==> src/rtl/stream_write_buffer.sv <==
// stream_write_buffer: ping-pong staging buffer; captures in0 into one memory half while draining the other to the databus.
// Latency: first capture write delay0+1 cycles after run; first drain read 1 cycle after run, first beat 1 cycle later.
// Backpressure: databus_ready_0 low holds the head beat; reads stall once FIFO entries plus reads in flight reach 2.
//
// Ports:
//   clk, rst            clock, asynchronous active-high reset
//   run, running        start pulse (restarts both sides), running is ignored
//   done                drain complete (high at reset and when idle)
//   in0                 datapath value captured on port 0
//   databus_*_0         write-beat interface (valid/ready/addr/wdata/wstrb/len/last)
//   ext_dp_*_0_port_0   dual-port memory port 0, capture (write) side
//   ext_dp_*_0_port_1   dual-port memory port 1, drain (read) side
//   ext_addr, int_addr, incr, size, length, delay0, pingPong   run configuration
module stream_write_buffer #(
  parameter int DATA_W     = 32,
  parameter int ADDR_W     = 12,
  parameter int AXI_ADDR_W = 64
) (
  input  logic                  clk,
  input  logic                  rst,
  input  logic                  run,
  input  logic                  running,
  output logic                  done,
  input  logic [DATA_W-1:0]     in0,
  output logic                  databus_valid_0,
  input  logic                  databus_ready_0,
  output logic [AXI_ADDR_W-1:0] databus_addr_0,
  input  logic [DATA_W-1:0]     databus_rdata_0,
  output logic [DATA_W-1:0]     databus_wdata_0,
  output logic [DATA_W/8-1:0]   databus_wstrb_0,
  output logic [7:0]            databus_len_0,
  input  logic                  databus_last_0,
  output logic [ADDR_W-1:0]     ext_dp_addr_0_port_0,
  output logic [DATA_W-1:0]     ext_dp_out_0_port_0,
  input  logic [DATA_W-1:0]     ext_dp_in_0_port_0,
  output logic                  ext_dp_enable_0_port_0,
  output logic                  ext_dp_write_0_port_0,
  output logic [ADDR_W-1:0]     ext_dp_addr_0_port_1,
  output logic [DATA_W-1:0]     ext_dp_out_0_port_1,
  input  logic [DATA_W-1:0]     ext_dp_in_0_port_1,
  output logic                  ext_dp_enable_0_port_1,
  output logic                  ext_dp_write_0_port_1,
  input  logic [AXI_ADDR_W-1:0] ext_addr,
  input  logic [ADDR_W-1:0]     int_addr,
  input  logic [ADDR_W-1:0]     incr,
  input  logic [31:0]           size,
  input  logic [7:0]            length,
  input  logic [31:0]           delay0,
  input  logic                  pingPong
);

  // Inputs that exist only for interface uniformity with the other units.
  logic unused_inputs;
  assign unused_inputs = running ^ (^databus_rdata_0) ^ (^ext_dp_in_0_port_0);

  // Run-level state
  logic                  pp_q, pp_d;
  logic                  done_q, done_d;
  logic [AXI_ADDR_W-1:0] axi_addr_q, axi_addr_d;
  logic [7:0]            len_q, len_d;

  // Capture side
  logic [31:0]           delay_q, delay_d;
  logic [31:0]           cap_rem_q, cap_rem_d;
  logic [ADDR_W-1:0]     cap_addr_q, cap_addr_d;

  // Drain side
  logic [31:0]           rd_rem_q, rd_rem_d;
  logic [ADDR_W-1:0]     rd_addr_q, rd_addr_d;
  logic                  inflight_q, inflight_d;
  logic [DATA_W-1:0]     fifo_q [2];
  logic                  wr_ptr_q, wr_ptr_d;
  logic                  rd_ptr_q, rd_ptr_d;
  logic [1:0]            cnt_q, cnt_d;

  // Datapath decode
  logic                  cap_en;
  logic                  fifo_empty;
  logic                  bus_vld;
  logic [DATA_W-1:0]     bus_head;
  logic                  pop;
  logic                  pop_fifo;
  logic                  push;
  logic                  fifo_we;
  logic                  fin;
  logic [1:0]            occ;
  logic                  rd_en;

  assign cap_en     = (delay_q == 32'd0) && (cap_rem_q != 32'd0);
  assign fifo_empty = (cnt_q == 2'd0);

  // The word returning from memory this cycle is already visible as the
  // head when the FIFO is empty; this is what gives a beat one cycle after
  // the first read. If it is not accepted it is written into the FIFO, so
  // the head value stays the same next cycle.
  assign bus_vld  = !done_q && (!fifo_empty || inflight_q);
  assign bus_head = fifo_empty ? ext_dp_in_0_port_1 : fifo_q[rd_ptr_q];
  assign pop      = bus_vld && databus_ready_0;
  assign pop_fifo = pop && !fifo_empty;
  assign push     = inflight_q && !(pop && fifo_empty);
  assign fin      = pop && databus_last_0;
  assign fifo_we  = push && !fin && !run;

  // Reads in flight reserve a FIFO slot, so two slots can never overflow.
  assign occ   = cnt_q + {1'b0, inflight_q};
  assign rd_en = !done_q && !fin && (rd_rem_q != 32'd0) && (occ < 2'd2);

  // Port 0: capture writes into the half selected by pp.
  assign ext_dp_enable_0_port_0 = cap_en;
  assign ext_dp_write_0_port_0  = cap_en;
  assign ext_dp_addr_0_port_0   = cap_en ?
      {pp_q ^ cap_addr_q[ADDR_W-1], cap_addr_q[ADDR_W-2:0]} : '0;
  assign ext_dp_out_0_port_0    = cap_en ? in0 : '0;

  // Port 1: drain reads from the opposite half, filled by the previous run.
  assign ext_dp_enable_0_port_1 = rd_en;
  assign ext_dp_write_0_port_1  = 1'b0;
  assign ext_dp_addr_0_port_1   = rd_en ?
      {~pp_q ^ rd_addr_q[ADDR_W-1], rd_addr_q[ADDR_W-2:0]} : '0;
  assign ext_dp_out_0_port_1    = '0;

  // Databus
  assign databus_valid_0 = bus_vld;
  assign databus_wdata_0 = bus_vld ? bus_head : '0;
  assign databus_wstrb_0 = '1;
  assign databus_addr_0  = axi_addr_q;
  assign databus_len_0   = len_q;
  assign done            = done_q;

  always_comb begin
    pp_d       = pp_q;
    done_d     = done_q;
    axi_addr_d = axi_addr_q;
    len_d      = len_q;
    delay_d    = delay_q;
    cap_rem_d  = cap_rem_q;
    cap_addr_d = cap_addr_q;
    rd_rem_d   = rd_rem_q;
    rd_addr_d  = rd_addr_q;
    inflight_d = rd_en;
    wr_ptr_d   = wr_ptr_q;
    rd_ptr_d   = rd_ptr_q;
    cnt_d      = cnt_q;

    // Capture: count down the start delay, then one write per cycle.
    if (delay_q != 32'd0) begin
      delay_d = delay_q - 32'd1;
    end else if (cap_rem_q != 32'd0) begin
      cap_rem_d  = cap_rem_q - 32'd1;
      cap_addr_d = cap_addr_q + incr;
    end

    // Drain: linear read addresses.
    if (rd_en) begin
      rd_rem_d  = rd_rem_q - 32'd1;
      rd_addr_d = rd_addr_q + {{(ADDR_W-1){1'b0}}, 1'b1};
    end

    // FIFO bookkeeping (a bypassed beat never touches storage).
    if (pop_fifo) rd_ptr_d = ~rd_ptr_q;
    if (push)     wr_ptr_d = ~wr_ptr_q;
    case ({push, pop_fifo})
      2'b10:   cnt_d = cnt_q + 2'd1;
      2'b01:   cnt_d = cnt_q - 2'd1;
      default: cnt_d = cnt_q;
    endcase

    // Final handshake: drop anything still buffered or returning.
    if (fin) begin
      done_d     = 1'b1;
      rd_rem_d   = 32'd0;
      inflight_d = 1'b0;
      cnt_d      = 2'd0;
      wr_ptr_d   = 1'b0;
      rd_ptr_d   = 1'b0;
    end

    // A new run overrides everything, including a drain in progress.
    if (run) begin
      pp_d       = pingPong ? ~pp_q : 1'b0;
      axi_addr_d = ext_addr;
      len_d      = length;
      done_d     = (size == 32'd0);
      delay_d    = delay0;
      cap_rem_d  = size;
      cap_addr_d = int_addr;
      rd_rem_d   = size;
      rd_addr_d  = '0;
      inflight_d = 1'b0;
      cnt_d      = 2'd0;
      wr_ptr_d   = 1'b0;
      rd_ptr_d   = 1'b0;
    end
  end

  always_ff @(posedge clk or posedge rst) begin
    if (rst) begin
      pp_q       <= 1'b0;
      done_q     <= 1'b1;
      axi_addr_q <= '0;
      len_q      <= '0;
      delay_q    <= '0;
      cap_rem_q  <= '0;
      cap_addr_q <= '0;
      rd_rem_q   <= '0;
      rd_addr_q  <= '0;
      inflight_q <= 1'b0;
      wr_ptr_q   <= 1'b0;
      rd_ptr_q   <= 1'b0;
      cnt_q      <= '0;
      fifo_q[0]  <= '0;
      fifo_q[1]  <= '0;
    end else begin
      pp_q       <= pp_d;
      done_q     <= done_d;
      axi_addr_q <= axi_addr_d;
      len_q      <= len_d;
      delay_q    <= delay_d;
      cap_rem_q  <= cap_rem_d;
      cap_addr_q <= cap_addr_d;
      rd_rem_q   <= rd_rem_d;
      rd_addr_q  <= rd_addr_d;
      inflight_q <= inflight_d;
      wr_ptr_q   <= wr_ptr_d;
      rd_ptr_q   <= rd_ptr_d;
      cnt_q      <= cnt_d;
      if (fifo_we) fifo_q[wr_ptr_q] <= ext_dp_in_0_port_1;
    end
  end

endmodule

==> config.mk <==
export PLATFORM = sky130hd
export DESIGN_NAME = stream_write_buffer
export DESIGN_NICKNAME = d
export VERILOG_FILES = /design/src/rtl/stream_write_buffer.sv
export SDC_FILE = /design/constraint.sdc
export NUM_CORES = 1
export LEC_CHECK = 0
export ABC_AREA = 1
export ABC_CLOCK_PERIOD_IN_PS = 14200
export BUFFER_PORTS_ARGS = -buffer_cell sky130_fd_sc_hd__buf_4
export CORE_AREA = 2 2 191 193
export DETAILED_ROUTE_END_ITERATION = 16
export DIE_AREA = 0 0 193 195
export MAX_ROUTING_LAYER = met4
export PLACE_DENSITY = 0.65
export SLEW_MARGIN = 20
export SYNTH_ARGS = -nofsm -noshare
export SYNTH_HDL_FRONTEND = slang
export SYNTH_SLANG_ARGS = --single-unit
==> constraint.sdc <==
create_clock -name clk -period 14.2 [get_ports clk]
set_clock_uncertainty 0.15 [all_clocks]
set_input_delay 4.26 -clock clk [delete_from_list [all_inputs] [get_ports clk]]
set_output_delay 4.26 -clock clk [all_outputs]
set_load 0.05 [all_outputs]
# == After elaboration in Yosys (flattened, before gate mapping) ==
# Cells that the tools add are included.
# totals
output_inout_bits,202
elab_cells,109
in_bits,295
ff_bits,263
# op_classes
n_reduce_logical,34
muxes,38
eq_ne,3
n_addsub,8
n_bitwise,7
n_lt_le_gt_ge,4
# op_table
op,count
$mux 32,15
$reduce_bool 32->1,3
$sub 32x1->32 const B,3
$mux 12,7
$bwmux 64,1
$logic_not 32->1,2
$demux 32 s1,1
$logic_and 1x1->1,13
$add 12x1->12 const B,1
$add 12x12->12,1
$mux 1,11
$reduce_bool 3->1,3
$reduce_bool 2->1,4
$logic_not 1->1,5
$ge 2x2->1 const B,2
$mux 2,2
$not 1->2,2
$pmux 2 s2,1
$reduce_bool 4->1,1
$not 1->1,3
$add 2x1->2,1
$add 2x1->2 const B,1
$eq 2x1->1 const B,1
$eq 2x2->1 const B,1
8 further kinds,9

# == Depth between registers and ports, before layout ==
# depth
depth_word,13
ltp_mapped,12
mapped_depth_nobuf,11

# == Worst setup path before layout ==
# No wires, ideal clock.
# synth_path
kind,input -> output
from,in databus_ready_0
to,out ext_dp_addr_0_port_1[10]
arrival_ns,5.556
path_buffers,2
slack_ns,4.234
path_stages,7
t_required_ns,9.790
cell_sequence,nand4_1 -> nand2_1 -> nor2_1 -> nand2_1 -> buf_2 -> buf_2 -> nor2_1
# synth_via
elab_chain_len,7
# synth_rtl
item,line_no,source
from (decl),26,"input logic databus_ready_0,"
$logic_and 1x1->1,98,assign pop = bus_vld && databus_ready_0;
$logic_and 1x1->1,101,assign fin = pop && databus_last_0;
$logic_not 1->1,106,assign rd_en = !done_q && !fin && (rd_rem_q != 32'd0) && (occ < 2'd2);
$logic_and 1x1->1 (3 in series),106,
$mux 12,118,assign ext_dp_addr_0_port_1 = rd_en ?
to (decl),38,"output logic [ADDR_W-1:0] ext_dp_addr_0_port_1,"
# Every way passes these cells.

# == Worst setup path after layout ==
# layout_path
from,in databus_ready_0
to,out ext_dp_enable_0_port_1
# layout_via
elab_chain_len,6
# layout_rtl
item,line_no,source
$logic_and 1x1->1,98,
$logic_and 1x1->1,101,
$logic_not 1->1,106,
$logic_and 1x1->1 (3 in series),106,
to (decl),41,"output logic ext_dp_enable_0_port_1,"
# Every way passes these cells.

==> impl_metrics.prom <==
# TYPE chip_impl_metric gauge
chip_impl_info{name="run_status",value="completed"} 1
chip_impl_info{name="tritoncts",value="yes"} 1
chip_impl_metric{name="post_cts_buffers",unit=""} 0
chip_impl_info{name="timing_worst_setup_path_type",value="input pin to output pin"} 1
chip_impl_metric{name="detail_route.drc_violations",unit=""} 0
chip_impl_metric{name="drt_first_pass_iters",unit=""} 5
chip_impl_metric{name="worst-endpoint-arrival",unit="ns"} 5.70
chip_impl_info{name="hold_path.class",value="flip-flop to flip-flop"} 1
chip_impl_metric{name="floorplan.core_area",unit="µm²"} 35400
chip_impl_metric{name="antenna_found_initial",unit=""} 2
chip_impl_metric{name="rr_worst_depth",unit=""} 7
chip_impl_metric{name="areaGrowthSynthToFinish",unit="%"} 27.7
chip_impl_metric{name="postSynthRegisterBits",unit=""} 263
chip_impl_info{name="synth_top_flop_cell",value="sky130_fd_sc_hd__dfrtp_1"} 1
chip_impl_metric{name="design.portCount",unit=""} 497
chip_impl_metric{name="power.leakage",unit="nW"} 10.2
chip_impl_metric{name="p_per_area",unit="nW/µm²"} 129
chip_impl_metric{name="cap_viol_max_count",unit=""} 0
chip_impl_info{name="clock_root_cell",value="sky130_fd_sc_hd__clkbuf_16"} 1
chip_impl_metric{name="wire_per_inst",unit="µm"} 15.9
chip_impl_info{name="reg_to_reg_critical_path_startpoint",value="cnt_q[0]$_DFFE_PP0P_"} 1
chip_impl_metric{name="finalCriticalPeriod",unit="ns"} 10.11
chip_impl_metric{name="cts_buffers",unit=""} 34
chip_impl_metric{name="synth.avg_cell_area",unit="µm²"} 7.01
chip_impl_metric{name="global_route.overflow_total",unit=""} 0
chip_impl_metric{name="dr.first_iter.drc_count",unit=""} 1032
chip_impl_metric{name="hold_violations",unit=""} 0
chip_impl_metric{name="cts_buffer_depth",unit=""} 3
chip_impl_metric{name="fillerInstances",unit=""} 3410
chip_impl_metric{name="grt_max_degree",unit=""} 121
chip_impl_metric{name="grt_pass1_vias",unit=""} 14600
chip_impl_metric{name="async_set_or_reset_flop_fraction_in_the_synthesized_netlist",unit="%"} 100
chip_impl_metric{name="cts.repair.resized",unit=""} 0
chip_impl_metric{name="number_of_vias_after_detailed_routing",unit=""} 15100
chip_impl_metric{name="vdd_drop_max",unit="mV"} 0.102
chip_impl_metric{name="clock.fmax",unit="MHz"} 98.9
chip_impl_metric{name="initial_standard_cell_utilization_of_the_core",unit="%"} 43.1
chip_impl_metric{name="cts_sinks",unit=""} 263
chip_impl_info{name="yosys.cell_count.top_type",value="sky130_fd_sc_hd__nand2_1"} 1
chip_impl_metric{name="synth.lib_cells_used.distinct",unit=""} 41
chip_impl_metric{name="slew-limit-headroom",unit="%"} 29.7
chip_impl_metric{name="groute.usage.overall",unit="%"} 26.0
chip_impl_metric{name="timing.critical_path.fanout_max",unit=""} 31
chip_impl_metric{name="yosys_warnings",unit=""} 0
chip_impl_info{name="post_synth_main_area_contributors",value="sky130_fd_sc_hd__dfrtp_1 43%, sky130_fd_sc_hd__nand2_1 19%, sky130_fd_sc_hd__nor2_1 6.6%, sky130_fd_sc_hd__o21ai_0 6.1%, sky130_fd_sc_hd__inv_1 5.1%"} 1
chip_impl_metric{name="synth.top_cell.area_share",unit="%"} 43.0
chip_impl_metric{name="site_row_count",unit=""} 69
chip_impl_metric{name="die_width",unit="µm"} 193
chip_impl_metric{name="place.detailed.hpwl",unit="mm"} 34.4
chip_impl_metric{name="first_pass_grt_wire_length",unit="mm"} 75.8
chip_impl_info{name="cp-startpoint",value="databus_ready_0"} 1
chip_impl_info{name="post_synth_most_frequent_cells",value="776 x sky130_fd_sc_hd__nand2_1, 266 x sky130_fd_sc_hd__nor2_1, 262 x sky130_fd_sc_hd__dfrtp_1, 207 x sky130_fd_sc_hd__inv_1, 187 x sky130_fd_sc_hd__o21ai_0"} 1
chip_impl_info{name="yosysTopAreaCell",value="sky130_fd_sc_hd__dfrtp_1"} 1
chip_impl_metric{name="final_min_period_over_clock_period",unit="%"} 71.2
chip_impl_metric{name="synth_edf_count",unit=""} 0
chip_impl_metric{name="synth-seq-area-share",unit="%"} 43.2
chip_impl_metric{name="path_clk_slew",unit="ns"} 0.06
chip_impl_metric{name="timing.critical_path.required",unit="ns"} 9.79
chip_impl_metric{name="worst_pin_slew",unit="ns"} 1.05
chip_impl_metric{name="report.final.setup_viol",unit=""} 0
chip_impl_metric{name="drtAntennaViolNets",unit=""} 0
chip_impl_metric{name="die-area",unit="µm²"} 37600
chip_impl_metric{name="hold_buffers",unit=""} 0
chip_impl_metric{name="hold_slack",unit="ns"} 0.320
chip_impl_metric{name="ctsHtreeMaxLevel",unit=""} 2
chip_impl_info{name="worst_setup_path_end_kind",value="output pin"} 1
chip_impl_metric{name="netlist_area",unit="µm²"} 15200
chip_impl_metric{name="postLayoutCoreUtil",unit="%"} 55.0
chip_impl_info{name="rsz0062_at_grt",value="no"} 1
chip_impl_metric{name="maxSlewViolCount",unit=""} 0
chip_impl_metric{name="layout-drive-gt1-share",unit="%"} 19.3
chip_impl_metric{name="hold_depth",unit=""} 2
chip_impl_metric{name="place.gp.congestion",unit=""} 0.954
chip_impl_metric{name="drt-vias-per-instance",unit=""} 5.03
chip_impl_info{name="worst_hold_startpoint",value="databus_addr_0[50]$_DFFE_PP0P_"} 1
chip_impl_metric{name="syn-instance-count",unit=""} 2174
chip_impl_metric{name="fin_nets",unit=""} 2841
chip_impl_metric{name="wirelength",unit="mm"} 47.8
chip_impl_metric{name="die_h",unit="µm"} 195
chip_impl_info{name="critical_path_source_type",value="input pin"} 1
chip_impl_metric{name="setup_total_negative_slack",unit="ns"} 0
chip_impl_metric{name="clock_latency",unit="ns"} 0.52
chip_impl_metric{name="portbufs",unit=""} 394
final cells by class:
class	count	area, µm²	share of cell area [%]
diodes	3	7.51	0.0386
clock buffers	47	991	5.09
clock inverters	12	118	0.605
inverters	210	797	4.10
multi-input cells	1613	7340	37.7
flip-flops and latches	263	6580	33.8
well taps	461	577	2.97
repair buffers	405	3040	15.6
power breakdown:
part | switching [mW] | internal [mW]
registers | 0.0954 | 0.884
logic | 0.448 | 0.223
clock network | 0.338 | 0.524
sequential cells by signal, indices dropped and copies added, names as in the netlist:
name / cells
delay_q: 32
pp_q: 1
inflight_q: 1
wr_ptr_q: 1
cap_addr_q: 12
rd_rem_q: 32
fifo_q: 64
done: 1
rd_addr_q: 12
databus_len_0: 8
rd_ptr_q: 1
cnt_q: 2
databus_addr_0: 64
cap_rem_q: 32
cell families (layout without fill, tap and decap cells):
group / count (synthesis) / in the layout / share of synthesized area (%)
xor gates and xnor gates: 61 / 61 / 3.51
AOI/OAI and AO/OA: 266 / 266 / 9.48
and+or+nand+nor: 1229 / 1229 / 32.6
adders and majority gates: 19 / 19 / 1.61
muxes: 1 / 1 / 0.0657
other: 2 / 40 / 0.0493
DFF: 263 / 263 / 43.2
buffers and inverters: 333 / 674 / 9.52
cells in the final DEF, fill, tap and decap left out, drive strengths merged, types with 2 or more instances in the layout:
cell and count:
conb 37, a21oi 19, nand4 22, clkbuf 47, a21boi 17, nor3 27, nand2 787, bufinv 2
and2 3, diode 3, xor2 46, nor4 8, nand3b 8, nand3 95, inv 210, nor3b 2
nor2 273, ha 18, a31oi 33, dfrtp 262, o21ai 191, o21bai 2, o31ai 2, xnor2 15
buf 405, or2 4, clkinv 10
per-stage QoR:
stage	area, µm²	worst slack [ns]	std cells	power [mW]
floorplan	15400	2.55	2209	1.45
global placement	18300	4.09	2952	1.64
detailed placement	18300	4.11	2952	1.66
CTS	19400	4.11	3011	2.54
global route	19400	4.02	3013	2.66
finish	19500	4.09	3014	2.51
worst max-delay path: stages:
cell                      delay, ns
sky130_fd_sc_hd__buf_4         0.12
sky130_fd_sc_hd__nand4_1       0.12
sky130_fd_sc_hd__nand2_1       0.06
sky130_fd_sc_hd__nor2_1        0.08
sky130_fd_sc_hd__nand2_1       0.05
sky130_fd_sc_hd__buf_4         0.24
sky130_fd_sc_hd__inv_1         0.46
sky130_fd_sc_hd__buf_4         0.30
final timing paths:
check | endpoint | slack, ns
worst min-delay path | databus_addr_0[50]$_DFFE_PP0P_ | 0.32
worst max-delay path | ext_dp_enable_0_port_1 | 4.09
max in group asynchronous | pp_q$_DFFE_PP0P_ | 8.70
worst max register to register | fifo_q[3]$_DFFE_PP0P_ | 11.08
worst min register to register | databus_addr_0[50]$_DFFE_PP0P_ | 0.32
min in group asynchronous | databus_addr_0[28]$_DFFE_PP0P_ | 3.76
layer usage:
layer / wire length, µm / global-route usage [%] / up-vias
li1: - / - / 7452
met1: 19800 / 32.0 / 7100
met2: 22800 / 42.4 / 512
met3: 3930 / 6.25 / 82
met4: 1250 / 8.02 / 0
met5: 0 / - / -
Note: power is estimated with default switching activity, not from simulation.
